File: src/rtl/riscv_pkg.sv
// Shared definitions for the instruction-memory loader: machine word width
// and the loader state encoding.
package riscv_pkg;

  localparam int XLEN = 32;

  typedef enum logic [2:0] {
    ST_IDLE,
    ST_HDR0,
    ST_HDR1,
    ST_DATA,
    ST_FLUSH,
    ST_DONE,
    ST_ERR
  } load_state_e;

  // Byte address of word idx relative to base; 32-bit wrapping arithmetic.
  function automatic logic [XLEN-1:0] word_addr(input logic [XLEN-1:0] base,
                                                input logic [15:0] idx);
    return base + {14'b0, idx, 2'b00};
  endfunction

endpackage

File: src/rtl/byte_to_word_assembler.sv
// Packs a little-endian byte stream into 32-bit words; word_done marks the
// cycle in which the fourth byte is accepted and word holds the full value.
module byte_to_word_assembler
  import riscv_pkg::*;
(
  input  logic            clk,
  input  logic            reset,
  input  logic            clear,
  input  logic            shift_en,
  input  logic [7:0]      byte_in,
  output logic [XLEN-1:0] word,
  output logic            word_done
);

  logic [1:0]  lane;
  logic [23:0] lanes_lo;

  always_ff @(posedge clk) begin
    if (reset || clear) begin
      lane <= 2'd0;
    end else if (shift_en) begin
      lane <= lane + 2'd1;
    end
  end

  // The top byte is never stored: it is forwarded straight into word.
  always_ff @(posedge clk) begin
    if (shift_en) begin
      case (lane)
        2'd0:    lanes_lo[7:0]   <= byte_in;
        2'd1:    lanes_lo[15:8]  <= byte_in;
        2'd2:    lanes_lo[23:16] <= byte_in;
        default: ;
      endcase
    end
  end

  assign word      = {byte_in, lanes_lo};
  assign word_done = shift_en && (lane == 2'd3);

endmodule

File: src/rtl/imem_loader.sv
// Instruction-memory writer: parses a length-prefixed byte image, writes it
// word by word and keeps the core in reset until the image is complete.
module imem_loader
  import riscv_pkg::*;
#(
  parameter int          DEPTH_WORDS = 64,
  parameter logic [31:0] BASE_ADDR   = 32'h0000_0000
) (
  input  logic            clk,
  input  logic            reset,
  input  logic            start,
  input  logic            byte_valid,
  input  logic [7:0]      byte_data,
  output logic            byte_ready,
  output logic            imem_we,
  output logic [XLEN-1:0] imem_addr,
  output logic [XLEN-1:0] imem_wdata,
  output logic            cpu_reset_hold,
  output logic            busy,
  output logic            done,
  output logic            error
);

  localparam logic [16:0] DEPTH_L = 17'(DEPTH_WORDS);

  load_state_e     state;
  logic [15:0]     n_words;
  logic [15:0]     word_idx;
  logic            hs;
  logic [15:0]     n_full;
  logic            asm_clear;
  logic            asm_shift;
  logic [XLEN-1:0] asm_word;
  logic            asm_done;

  assign hs        = byte_valid && byte_ready;
  assign n_full    = {byte_data, n_words[7:0]};
  assign asm_clear = (state == ST_HDR1);
  assign asm_shift = hs && (state == ST_DATA);

  byte_to_word_assembler u_asm (
    .clk       (clk),
    .reset     (reset),
    .clear     (asm_clear),
    .shift_en  (asm_shift),
    .byte_in   (byte_data),
    .word      (asm_word),
    .word_done (asm_done)
  );

  // Outputs are assigned together with the state they belong to, so every
  // output reflects the state held in the same cycle.
  always_ff @(posedge clk) begin
    if (reset) begin
      state          <= ST_IDLE;
      byte_ready     <= 1'b0;
      imem_we        <= 1'b0;
      imem_addr      <= BASE_ADDR;
      imem_wdata     <= '0;
      cpu_reset_hold <= 1'b1;
      busy           <= 1'b0;
      done           <= 1'b0;
      error          <= 1'b0;
      n_words        <= '0;
      word_idx       <= '0;
    end else begin
      imem_we <= 1'b0;
      case (state)
        ST_IDLE, ST_DONE, ST_ERR: begin
          if (start) begin
            state          <= ST_HDR0;
            byte_ready     <= 1'b1;
            busy           <= 1'b1;
            done           <= 1'b0;
            error          <= 1'b0;
            cpu_reset_hold <= 1'b1;
          end
        end
        ST_HDR0: begin
          if (hs) begin
            n_words[7:0] <= byte_data;
            state        <= ST_HDR1;
          end
        end
        ST_HDR1: begin
          if (hs) begin
            n_words[15:8] <= byte_data;
            if (n_full == 16'd0) begin
              state          <= ST_DONE;
              byte_ready     <= 1'b0;
              busy           <= 1'b0;
              done           <= 1'b1;
              cpu_reset_hold <= 1'b0;
            end else if ({1'b0, n_full} > DEPTH_L) begin
              state      <= ST_ERR;
              byte_ready <= 1'b0;
              busy       <= 1'b0;
              error      <= 1'b1;
            end else begin
              state    <= ST_DATA;
              word_idx <= '0;
            end
          end
        end
        ST_DATA: begin
          if (asm_done) begin
            imem_we    <= 1'b1;
            imem_wdata <= asm_word;
            imem_addr  <= word_addr(BASE_ADDR, word_idx);
            word_idx   <= word_idx + 16'd1;
            if (word_idx == n_words - 16'd1) begin
              state      <= ST_FLUSH;
              byte_ready <= 1'b0;
            end
          end
        end
        ST_FLUSH: begin
          state          <= ST_DONE;
          busy           <= 1'b0;
          done           <= 1'b1;
          cpu_reset_hold <= 1'b0;
        end
        default: begin
          state      <= ST_IDLE;
          byte_ready <= 1'b0;
          busy       <= 1'b0;
        end
      endcase
    end
  end

endmodule

File: config.mk
export PLATFORM = sky130hd
export DESIGN_NAME = imem_loader
export DESIGN_NICKNAME = d
export VERILOG_FILES = /design/src/rtl/riscv_pkg.sv /design/src/rtl/byte_to_word_assembler.sv /design/src/rtl/imem_loader.sv
export SDC_FILE = /design/constraint.sdc
export NUM_CORES = 1
export LEC_CHECK = 0
export ABC_CLOCK_PERIOD_IN_PS = 4550
export CAP_MARGIN = 20
export CELL_PAD_IN_SITES_DETAIL_PLACEMENT = 1
export CELL_PAD_IN_SITES_GLOBAL_PLACEMENT = 1
export CORE_MARGIN = 1.5
export CORE_UTILIZATION = 40
export DETAILED_ROUTE_END_ITERATION = 16
export HOLD_SLACK_MARGIN = 0.02
export PLACE_DENSITY = 0.87
export SYNTH_ARGS = -nofsm -noshare
export SYNTH_HDL_FRONTEND = slang
export SYNTH_HIERARCHICAL = 1
export SYNTH_SLANG_ARGS = --single-unit
File: constraint.sdc
create_clock -name clk -period 4.55 [get_ports clk]
set_input_delay 1.365 -clock clk [delete_from_list [all_inputs] [get_ports clk]]
set_output_delay 1.365 -clock clk [all_outputs]
set_load 0.03 [all_outputs]
==> flow_summary.json <==
{
  "status": "finished clean",
  "place_inst": 799,
  "worst_slew_pin_slew_ns": 0.815,
  "initial_core_util": 0.409,
  "fin_crit_sh": 0.895,
  "diodes": 0,
  "nNetsFinal": 665,
  "cp-start-kind": "input pin",
  "root_buffer": "clkbuf_16",
  "rows": 41,
  "p_total_uw": 2610,
  "period_minus_slack_ns": 4.07,
  "ys_warn_count": 6,
  "maxCapViolCount": 0,
  "synthFlopType": "dfxtp_1",
  "synth_xor_area_frac": 0.0509,
  "placed_area_mm2": 0.00587,
  "finalSetupViolations": 0,
  "finalNonFillerCells": 830,
  "cts_setup_buffers": 0,
  "synthAdderAreaFrac": 0.0170,
  "syn_inst": 590,
  "drt_wl_total_mm": 14.5,
  "yosysTopAreaCellShare": 0.353,
  "design.die.area_mm2": 0.0136,
  "syn_to_final_growth_pct": 24.6,
  "synth-seq-cells": 115,
  "grt_max_degree": 77,
  "synth-compound-area-share": 0.115,
  "max_stage_delay_ns": 0.65,
  "synthSimpleGateAreaFrac": 0.226,
  "synth_top_family_by_area": "simple AND/OR/NAND/NOR gates",
  "timing.fmax_mhz": 245,
  "final_max_slew_viol_count": 0,
  "dp_hpwl_mm": 9.89,
  "fin_worst_skew_ns": 0.00566,
  "via_per_inst": 5.26,
  "worstPathCellList": "clkdlybuf4s50_1 -> nor4_1 -> nand3b_1 -> or4b_1 -> nand2_1 -> nand4bb_1 -> nor3_1 -> xnor2_1 -> nor2_1",
  "cp-end-kind": "register",
  "gp_congestion": 0.851,
  "insertion_delay_ns": 0.42,
  "setup-tns-final_ns": 0,
  "worst_hold_slack_ns": 0.456,
  "grt_usage": 0.227,
  "io_buffers": 65,
  "max-vdd-ir-drop_mv": 0.237,
  "synth_edf_count": 24,
  "drt_pass1_iterations": 4,
  "power_density_mw_per_mm2": 406,
  "clk_pin_slew_ns": 0.05,
  "clockBufferDepth": 2,
  "core_mm2": 0.0126,
  "grt_pass1_vias": 4513,
  "critPathMaxFanout": 7,
  "cp.arrival_ns": 4.35,
  "cp.required_ns": 4.82,
  "grt_pass1_wl_mm": 22.9,
  "antenna_found_initial": 0,
  "overflow": 0,
  "cts_hold_buf": 0,
  "synth_area_per_cell_um2": 8.75,
  "drt_iter0_drc": 249,
  "rsz0062_at_grt": "no",
  "syn_area_mm2": 0.00516,
  "drc": 0,
  "synth_area_leaders": "dfxtp_1 35%, edfxtp_1 14%, nand2_1 9.7%",
  "maxSlewHeadroom": 0.457,
  "num_vias": 4368,
  "cts.sinks": 115,
  "cts-resized-gates": 0,
  "leakage_uw": 0.00224,
  "synth_mux_area_frac": 0.0293,
  "yosysTopAreaCell": "dfxtp_1",
  "wl_per_cell_um": 17.5,
  "final_antenna_net_count": 0,
  "pin_count": 82,
  "critPathSlowestCell": "or4b_1",
  "finalHoldViolations": 0,
  "hp-class": "reg -> reg",
  "die_w_um": 117,
  "synth.distinct_cells": 55,
  "numCtsBuffers": 17,
  "worstSetupPathType": "in -> reg",
  "yosysMostFrequentCell": "nand2_1",
  "cts_tree": "yes",
  "cts_max_level": 4,
  "drive_above_1_share": 0.0821,
  "synthArstFlopShare": 0,
  "die_h_um": 117,
  "synth_common_cells": "133 x nand2_1, 91 x dfxtp_1, 73 x a21oi_1",
  "stdcell_area_mm2": 0.00643,
  "ys_seq_area_frac": 0.493
}
## where the power goes
group	leakage [uW]	switching (uW)	internal, uW	total (uW)
Combinational	0.00102	158	99.2	257
Sequential	0.000949	31.7	1060	1090
Clock	0.000273	441	821	1260
Total	0.00224	630	1980	2610
## through the flow
stage,utilization,worst slack [ns]
after floorplan,-,1.24
after global routing,0.509,0.327
after global placement,0.465,0.421
after CTS,0.509,0.478
final,0.509,0.476
after detailed placement,0.465,0.122
## kinds of logic after synthesis
kind of cell | Yosys count
buffers and inverters | 68
AND/OR/NAND/NOR | 249
AO/OA/AOI/OAI | 105
XOR/XNOR | 30
flip-flops | 115
multiplexers | 15
adder cells (fa/ha/maj) | 7
other | 1
## sequential cells by signal, indices dropped and copies added, names as in the netlist, 2 cells and up
signal	flops
imem_addr	16
imem_wdata	32
n_words	16
state	3
u_asm/lane	2
u_asm/lanes_lo	24
word_idx	16
## final timing paths
path                               startpoint  slack (ns)       endpoint  depth (start not counted)
worst max-delay path             byte_data[3]        0.48   word_idx[13]                          9
worst min-delay path            imem_wdata[0]        0.46  imem_wdata[0]                          2
worst max register to register       state[0]        1.28   word_idx[12]                         11
worst min register to register  imem_wdata[0]        0.46  imem_wdata[0]                          2
## critical path, delay by kind of cell
family | cells | cell delay (ns)
xor gates and xnor gates | 1 | 0.17
buffers and inverters | 1 | 0.53
and+or+nand+nor | 7 | 2.27
## per-layer routing
| layer | wire (um) | up-vias | share of wire | global-route usage |
|---|---|---|---|---|
| li1 | - | 2080 | - | - |
| met1 | 5870 | 2158 | 0.40 | 0.243 |
| met2 | 7570 | 96 | 0.52 | 0.407 |
| met3 | 535 | 34 | 0.037 | 0.0592 |
| met4 | 516 | 0 | 0.036 | 0.128 |
| met5 | 0 | - | 0 | 0 |
## cells in the final DEF, fill, tap and decap left out, types with 3 or more instances in the layout
cell type          n
nor2_1            43
nor4_1             4
nand4_1            3
or4_1              3
nand2_1          133
o21ai_0            7
a31oi_1            5
nand3b_1           5
dfxtp_1           91
edfxtp_1          24
a21oi_1           73
nor3_2             3
clkbuf_1           6
and2_2             4
conb_1            16
inv_1             13
or3_1              4
clkbuf_8           3
buf_4             12
and3_1             3
ha_1               7
clkbuf_16         18
nor3_1             9
mux2i_1           14
nand3_1           10
xor2_1            13
xnor2_1           17
clkdlybuf4s50_1   64
and2_1             4
nor2b_1            3
nand2b_1           6
## layout make-up
cell class	count	area (um2)
tap	172	215
clock inverter	4	47.5
fill	1485	6190
timing repair buffer	77	736
multi-input combinational	422	2320
inverter	13	48.8
clock buffer	27	514
sequential	115	2540
Note: power is estimated with default switching activity, not from simulation.
